File: src/rtl/sb_unpack_ctrl.sv
// sb_unpack_ctrl: sequences packed SB rows into the unpacker's two-slot ring and issues one weight per cycle
module sb_unpack_ctrl #(
    parameter int BIT_WIDTH  = 16,
    parameter int SHIFT_BITS = 5,
    parameter int CNT_BITS   = 16
) (
    input  logic                  clk,
    input  logic                  rst_n,
    input  logic                  i_start,
    input  logic [SHIFT_BITS-1:0] i_prec,
    input  logic [CNT_BITS-1:0]   i_count,
    input  logic [BIT_WIDTH-1:0]  i_row,
    input  logic                  i_row_valid,
    output logic                  o_row_ready,
    output logic [BIT_WIDTH-1:0]  o_in,
    output logic [1:0]            o_load,
    output logic [SHIFT_BITS-1:0] o_s,
    output logic [BIT_WIDTH-1:0]  o_z,
    output logic                  o_w_valid,
    input  logic                  i_w_ready,
    output logic                  o_busy,
    output logic                  o_done
);
    localparam int BL = CNT_BITS + SHIFT_BITS;
    localparam logic [SHIFT_BITS-1:0] WP = SHIFT_BITS'(BIT_WIDTH);

    typedef enum logic [1:0] {IDLE, RUN, DONE} state_t;

    state_t                state, state_next;
    logic [SHIFT_BITS-1:0] p_r, p_start, ptr, ptr_next, ptr_end;
    logic [CNT_BITS-1:0]   w_left;
    logic [BL-1:0]         bits_left;
    logic                  fill, s_cur, s_end, s_next, row_fire, w_fire;
    logic [1:0]            flag;

    assign o_in = i_row;
    assign o_s  = ptr;
    assign o_z  = ~({BIT_WIDTH{1'b1}} >> p_r);

    // Ring arithmetic wraps naturally at 2*BIT_WIDTH = 2**SHIFT_BITS; positions below W live in slot 1
    always_comb begin
        p_start  = (i_prec == '0 || i_prec > WP) ? WP : i_prec;
        ptr_next = ptr + p_r;
        ptr_end  = ptr + p_r - 1'b1;
        s_cur    = ~ptr[SHIFT_BITS-1];
        s_end    = ~ptr_end[SHIFT_BITS-1];
        s_next   = ~ptr_next[SHIFT_BITS-1];
    end

    // State register
    always_ff @(posedge clk) begin
        if (!rst_n) state <= IDLE;
        else        state <= state_next;
    end

    // Next state: the job ends once the last weight is issued, or immediately for an empty job
    always_comb begin
        state_next = (state == IDLE) ? (i_start ? RUN : IDLE) :
                     (state == RUN)  ? ((w_left == '0 || (w_fire && w_left == CNT_BITS'(1))) ? DONE : RUN) :
                     IDLE;
    end

    // Outputs: fetch only into a slot empty at cycle start, issue when every covering slot is resident
    always_comb begin
        o_row_ready = state == RUN && !flag[fill] && bits_left != '0;
        o_w_valid   = state == RUN && w_left != '0 && flag[s_cur] && flag[s_end];
        row_fire    = o_row_ready && i_row_valid;
        w_fire      = o_w_valid && i_w_ready;
        o_load      = row_fire ? (fill ? 2'b10 : 2'b01) : 2'b00;
        o_busy      = state != IDLE;
        o_done      = state == DONE;
    end

    // Job registers: slot flags, fill slot, ring pointer and remaining bit/weight counts
    always_ff @(posedge clk) begin
        if (!rst_n) begin
            p_r       <= '0;
            ptr       <= '0;
            w_left    <= '0;
            bits_left <= '0;
            flag      <= '0;
            fill      <= 1'b1;
        end else if (state == IDLE && i_start) begin
            p_r       <= p_start;
            ptr       <= '0;
            w_left    <= i_count;
            bits_left <= BL'(i_count) * BL'(p_start);
            flag      <= '0;
            fill      <= 1'b1;
        end else if (state == RUN) begin
            if (row_fire) begin
                flag[fill] <= 1'b1;
                fill       <= ~fill;
                bits_left  <= (bits_left > BL'(BIT_WIDTH)) ? bits_left - BL'(BIT_WIDTH) : '0;
            end
            if (w_fire) begin
                w_left <= w_left - 1'b1;
                ptr    <= ptr_next;
                if (s_cur != s_next) flag[s_cur] <= 1'b0;
            end
            if (state_next == DONE) flag <= '0;
        end
    end
endmodule
File: config.mk
export PLATFORM = sky130hd
export DESIGN_NAME = sb_unpack_ctrl
export DESIGN_NICKNAME = d
export VERILOG_FILES = /design/src/rtl/sb_unpack_ctrl.sv
export SDC_FILE = /design/constraint.sdc
export NUM_CORES = 1
export LEC_CHECK = 0
export BUFFER_PORTS_ARGS = -buffer_cell sky130_fd_sc_hd__buf_2
export CAP_MARGIN = 20
export CORE_MARGIN = 2
export CORE_UTILIZATION = 54
export DETAILED_ROUTE_END_ITERATION = 10
export PLACE_DENSITY_LB_ADDON = 0.25
export SYNTH_ARGS = -nofsm -noshare
export SYNTH_HDL_FRONTEND = slang
export SYNTH_SLANG_ARGS = --single-unit
File: constraint.sdc
create_clock -name clk -period 5.09 [get_ports clk]
set_input_delay 0 -clock clk [delete_from_list [all_inputs] [get_ports clk]]
set_output_delay 0 -clock clk [all_outputs]
set_load 0.005 [all_outputs]
-- After elaboration in Yosys (flattened, before gate mapping)
Cells that the tools add are included.
- flip-flop bits (word level): 52
- bits in latches: 0
- memory bits (writable): 0
- memory bits (read-only): 0
- input bits: 42
- output and inout port bits: 43
- logic and storage cells: 93
- memories kept: 0
- add/sub/neg operators: 4
- $mul: 1
- divide/modulo/power cells: 0
- $lt $le $gt $ge: 7
- equality and inequality tests: 5
- shifts and indexed selects: 1
- mux-type cells: 31
- bitwise operators: 9
- reductions and logical operators: 28
- operators with widths (operator ; count):
    21-bit two-way mux ; 4
    16-bit two-way mux ; 3
    2-bit two-way mux ; 12
    21-bit by 5-bit > comparator with 1-bit output (second input constant) ; 1
    16-bit by 5-bit multiplier with 21-bit output ; 1
    21-bit nonzero test ; 1
    21-bit by 5-bit subtractor with 21-bit output (second input constant) ; 1
    16-bit by 1-bit equality test with 1-bit output (second input constant) ; 1
    16-bit logical NOT ; 1
    16-bit inverter ; 1
    16-bit nonzero test ; 1
    16-bit by 5-bit right shift with 16-bit output (first input constant) ; 1
    16-bit by 1-bit subtractor with 16-bit output (second input constant) ; 1
    1-bit logical AND ; 11
    1-bit two-way mux ; 9
    2-bit AND reduction ; 4
    2-bit nonzero test ; 4
    1-bit by 2-bit < comparator with 1-bit output (second input constant) ; 3
    5-bit adder ; 1
    5-bit > comparator (second input constant) ; 1
    5-bit logical NOT ; 1
    5-bit two-way mux ; 1
    1-bit inverter ; 5
    5-bit by 1-bit subtractor with 5-bit output (second input constant) ; 1
    other kinds (12) ; 16

-- Depth between registers and ports, before layout
- word-level depth: 14
- depth in mapped cells: 19
- mapped depth without buffers: 18

-- Least setup slack after synthesis
OpenSTA, ideal clock, no wires.
- path kind: in2reg
- start point: input port i_prec[3]
- end point: register bits_left[19]
- setup time: 0.114 ns
- arrival: 4.638 ns
- data required time: 4.976 ns
- slack: 0.338 ns
- cell stages on the path: 18
- path buffers: 1
- cell sequence: or4_1 > ha_1 > nor2b_1 > clkbuf_1 > and2_1 > fa_1 > fa_1 > inv_1 > fa_1 > inv_1 > ha_1 > a21o_1 > a21o_1 > a211oi_1 > o31ai_1 > o31ai_1 > mux2i_1 > a21o_1
- longest elaborated chain between the ends: 5
- elaborated cells on any way between the ends: 6
- those cells by class: mul (1); order compare (1); mux (2); reduce/logical (2)
- ends and longest elaborated chain (what ; RTL line ; text):
    start: declaration ; 10 ; input logic [SHIFT_BITS-1:0] i_prec,
    5-bit > comparator or 5-bit logical NOT (tied branches) ; 42 ; p_start = (i_prec == '0 || i_prec > WP) ? WP : i_prec;
    1-bit logical OR ; 42 ;
    5-bit two-way mux * ; 42 ;
    16-bit by 5-bit multiplier with 21-bit output * ; 87 ; bits_left <= BL'(i_count) * BL'(p_start);
    21-bit two-way mux * ; 83 ; end else if (state == IDLE && i_start) begin
    end signal: assignment ; 87 ;
    end signal: assignment ; 94 ; bits_left <= (bits_left > BL'(BIT_WIDTH)) ? bits_left - BL'(BIT_WIDTH) : '0;
    end: declaration ; 32 ; logic [BL-1:0] bits_left;
Mark *: on every way between the ends. The rest lies on a longest branch, timed or not.
A chain may end at the register's enable or synchronous reset.

-- Worst setup path in the final report
Ends and elaborated chain as after synthesis.

==> metrics.cfg <==
[run_status]
status = completed

[logic_synthesis]
synth_top_family_by_area = simple AND/OR/NAND/NOR gates
synth_flop_cell = dfxtp_1
syn_inst = 735
yosys_register_bits = 52
synth_top_area_cell = dfxtp_1
synth_compound_area_share_pct = 21.4
synth_simple_gate_area_share_pct = 25.5
synth_nets = 859
synth_top_area_share_pct = 17.6
avgSynthCellArea_um2 = 8.05
synth-xor-area-share_pct = 2.96
synth_cell_type_count = 76
synth_edf_count = 0
async_flop_share_pct = 0
syn_area_mm2 = 0.00592
synth_mux_area_share_pct = 0.867
yosys-top-cells-area = dfxtp_1 18%, fa_1 15%, ha_1 8.2%
yosysWarnings = 0
ys_seq_area_share_pct = 17.6
yosys.area_share.adder_pct = 22.8

[cts]
clockBufferDepth = 2
clk_pin_slew_ns = 0.10
cts_sinks = 52
cts_made_buffers = 5
root_buffer = clkbuf_8
cts_tree = built
clkLatencyLatePin_ns = 0.32
cts_setup_buffers = 0
htree_num_levels = 2

[drt]
wl_mm = 15.3
route.detailed.drc = 0
drtAntennaViolNets = 0
drt_iter0_drc = 398
wl_met3_um = 893
vias = 5379
drt_pre_antenna_iters = 5
wl_per_cell_um = 17.0
met1Wirelength_mm = 6.84
top_layer = met4
dr_wl_met2_mm = 7.24
vias_per_cell = 5.99

[place]
gp_congestion = 0.858
pre_cts_ws_ns = 0.0921
place_hpwl_mm = 11.9
port-buffer-count = 52
dpl_cell_area_mm2 = 0.00613

[timing]
setup-tns-final_ns = 0
finalCritPeriodShare_pct = 92.0
rsz0062_at_grt = no
setup-violations-final = 0
skew_ns = 0.0159
fmax_mhz = 214
fin_ws_ns = 0.409
slew_headroom_pct = 28.0
tightestPinTransition_ns = 1.08
slew_violations = 0
finalCriticalPeriod_ns = 4.68
hold_violations = 0

[worst_setup_path]
path_max_fanout = 17
endpoint_kind = register
crit_arrival_ns = 4.95
max_stage_delay_ns = 0.56
cp_slowest_cell = fa_1
cp.required_ns = 5.36
start_kind = input port
crit_path_cell_trace = buf_2 > or4_1 > ha_1 > nor2b_1 > buf_4 > and2_1 > fa_1 > fa_1 > inv_1 > fa_1 > inv_1 > ha_1 > a21o_1 > a21o_1 > a211oi_1 > o31ai_1 > o31ai_1 > mux2i_1 > a21o_1
critical_path_class = in2reg

[power]
switchingPower_w = 0.000792
pwr-share-clk_pct = 16.9
sw_frac_of_total_pct = 44.8
p_per_area_mw_per_mm2 = 282
p_seq_share_pct = 29.8
vdd_drop_max_uv = 143
totalPowerFinal_w = 0.00177
power.internal_w = 0.000974
p_leak_nw = 2.83
comb_power_share_pct = 53.3

[die]
die_w_um = 109
die_area_mm2 = 0.0118
die-height_um = 109
rows = 38
io_pins = 85
core_mm2 = 0.0107
start_util_pct = 55.1

[cells_and_area]
mostFrequentLayoutCells = 79 x nand2_1, 67 x inv_1, 52 x and2_1, 52 x dfxtp_1, 52 x buf_2
fin_area_mm2 = 0.00626
n_fill_cell = 1024
areaGrowthSynthToFinish_pct = 5.77
finalNetCount = 881
antenna_cells = 0
final_common_cell = nand2_1
drive_gt1_share_pct = 13.3

[job]
cap_violations = 0

[worst_hold_path]
worst_hold_path_type = in2out

[global_routing]
grt_usage_pct = 26.4
overflow = 0
grt_max_degree = 39
grt_pass1_wl_mm = 24.6
antenna_found_initial = 0
grt_pass1_vias = 5126

[critical path, delay by kind of cell]
family,cells,cell delay [ns]
AOI/OAI and AO/OA,6,1.22
muxes,1,0.28
buffers and inverters,4,0.40
and+or+nand+nor,3,0.83
adders and majority gates,5,2.21
[synth_stat cells (all sizes together) (12+ instances only)]
| library cell | n |
|---|---|
| nand2 | 80 |
| inv | 68 |
| and2 | 52 |
| dfxtp | 52 |
| nor2 | 45 |
| fa | 43 |
| o21ai | 41 |
| ha | 39 |
| a21oi | 36 |
| buf | 24 |
| clkbuf | 21 |
| nor2b | 20 |
| nor3 | 15 |
| xnor2 | 14 |
| nand3 | 13 |
| a211oi | 12 |
| a21o | 12 |
| nor4 | 12 |
[stage by stage]
| step | std cells | utilization [%] | hold slack [ns] |
|---|---|---|---|
| 6_report | 898 | 58.2 | 0.00000224 |
| 5_1_grt | 898 | 58.2 | 0.00000874 |
| 4_1_cts | 898 | 58.2 | 0.0000346 |
| 3_5_place_dp | 888 | 57.1 | 0.0000346 |
| 3_3_place_gp | 888 | 57.1 | 0.0000346 |
| 2_1_floorplan | 735 | - | 0.0808 |
[area by class of cell]
class,instances,area [um^2],area share [%]
Multi-Input combinational cell,570,4350,69.6
Inverter,68,255,4.08
Clock inverter,2,35.0,0.560
Sequential cell,52,1040,16.6
Clock buffer,6,72.6,1.16
Tap cell,140,175,2.80
Timing Repair Buffer,60,325,5.20
[logic make-up (layout without fill, tap and decap cells)]
kind of cell               count (synthesis)  in the layout
DFF                                       52             52
xor gates and xnor gates                  20             20
muxes                                      5              5
AOI/OAI and AO/OA                        178            178
buffers and inverters                    113            136
adders and majority gates                 82             82
and+or+nand+nor                          285            285
[path summary, 6_finish.rpt]
| kind | startpoint | to | slack [ns] | cells past startpoint |
|---|---|---|---|---|
| setup / recovery | i_prec[3] | bits_left[19] | 0.41 | 19 |
| hold / removal | i_row[13] | o_in[13] | 0.000002 | 0 |
| setup reg to reg | p_r[0] | w_left[13] | 1.52 | 9 |
| hold reg to reg | bits_left[3] | bits_left[3] | 0.50 | 2 |
[power by group through the flow]
stage	Combinational, W	Sequential, W	Clock (W)
6_report	0.000940	0.000527	0.000299
5_1_grt	0.00105	0.000534	0.000319
4_1_cts	0.000935	0.000525	0.000302
3_5_place_dp	0.000929	0.000533	0
3_3_place_gp	0.000905	0.000530	0
2_1_floorplan	0.000734	0.000514	0
[state kept, by name, summed over array words and instances (netlist names)]
name	flops
o_s	5
flag	2
w_left	16
bits_left	21
fill	1
p_r	5
state	2
[metal layers]
layer / track usage (%) / up-vias
li1: - / 2587
met2: 43.9 / 196
met5: 0 / -
met3: 3.59 / 22
met4: 9.16 / 0
met1: 35.2 / 2574
[what timing repair did]
item | 4_1_cts | 5_1_grt
hold buffers | 2 | 0
gates resized for setup | 0 | 0
setup endpoints to repair | 0 | 0
endpoints found under the hold margin | 2 | 0
(Power assumes the default switching activity.)
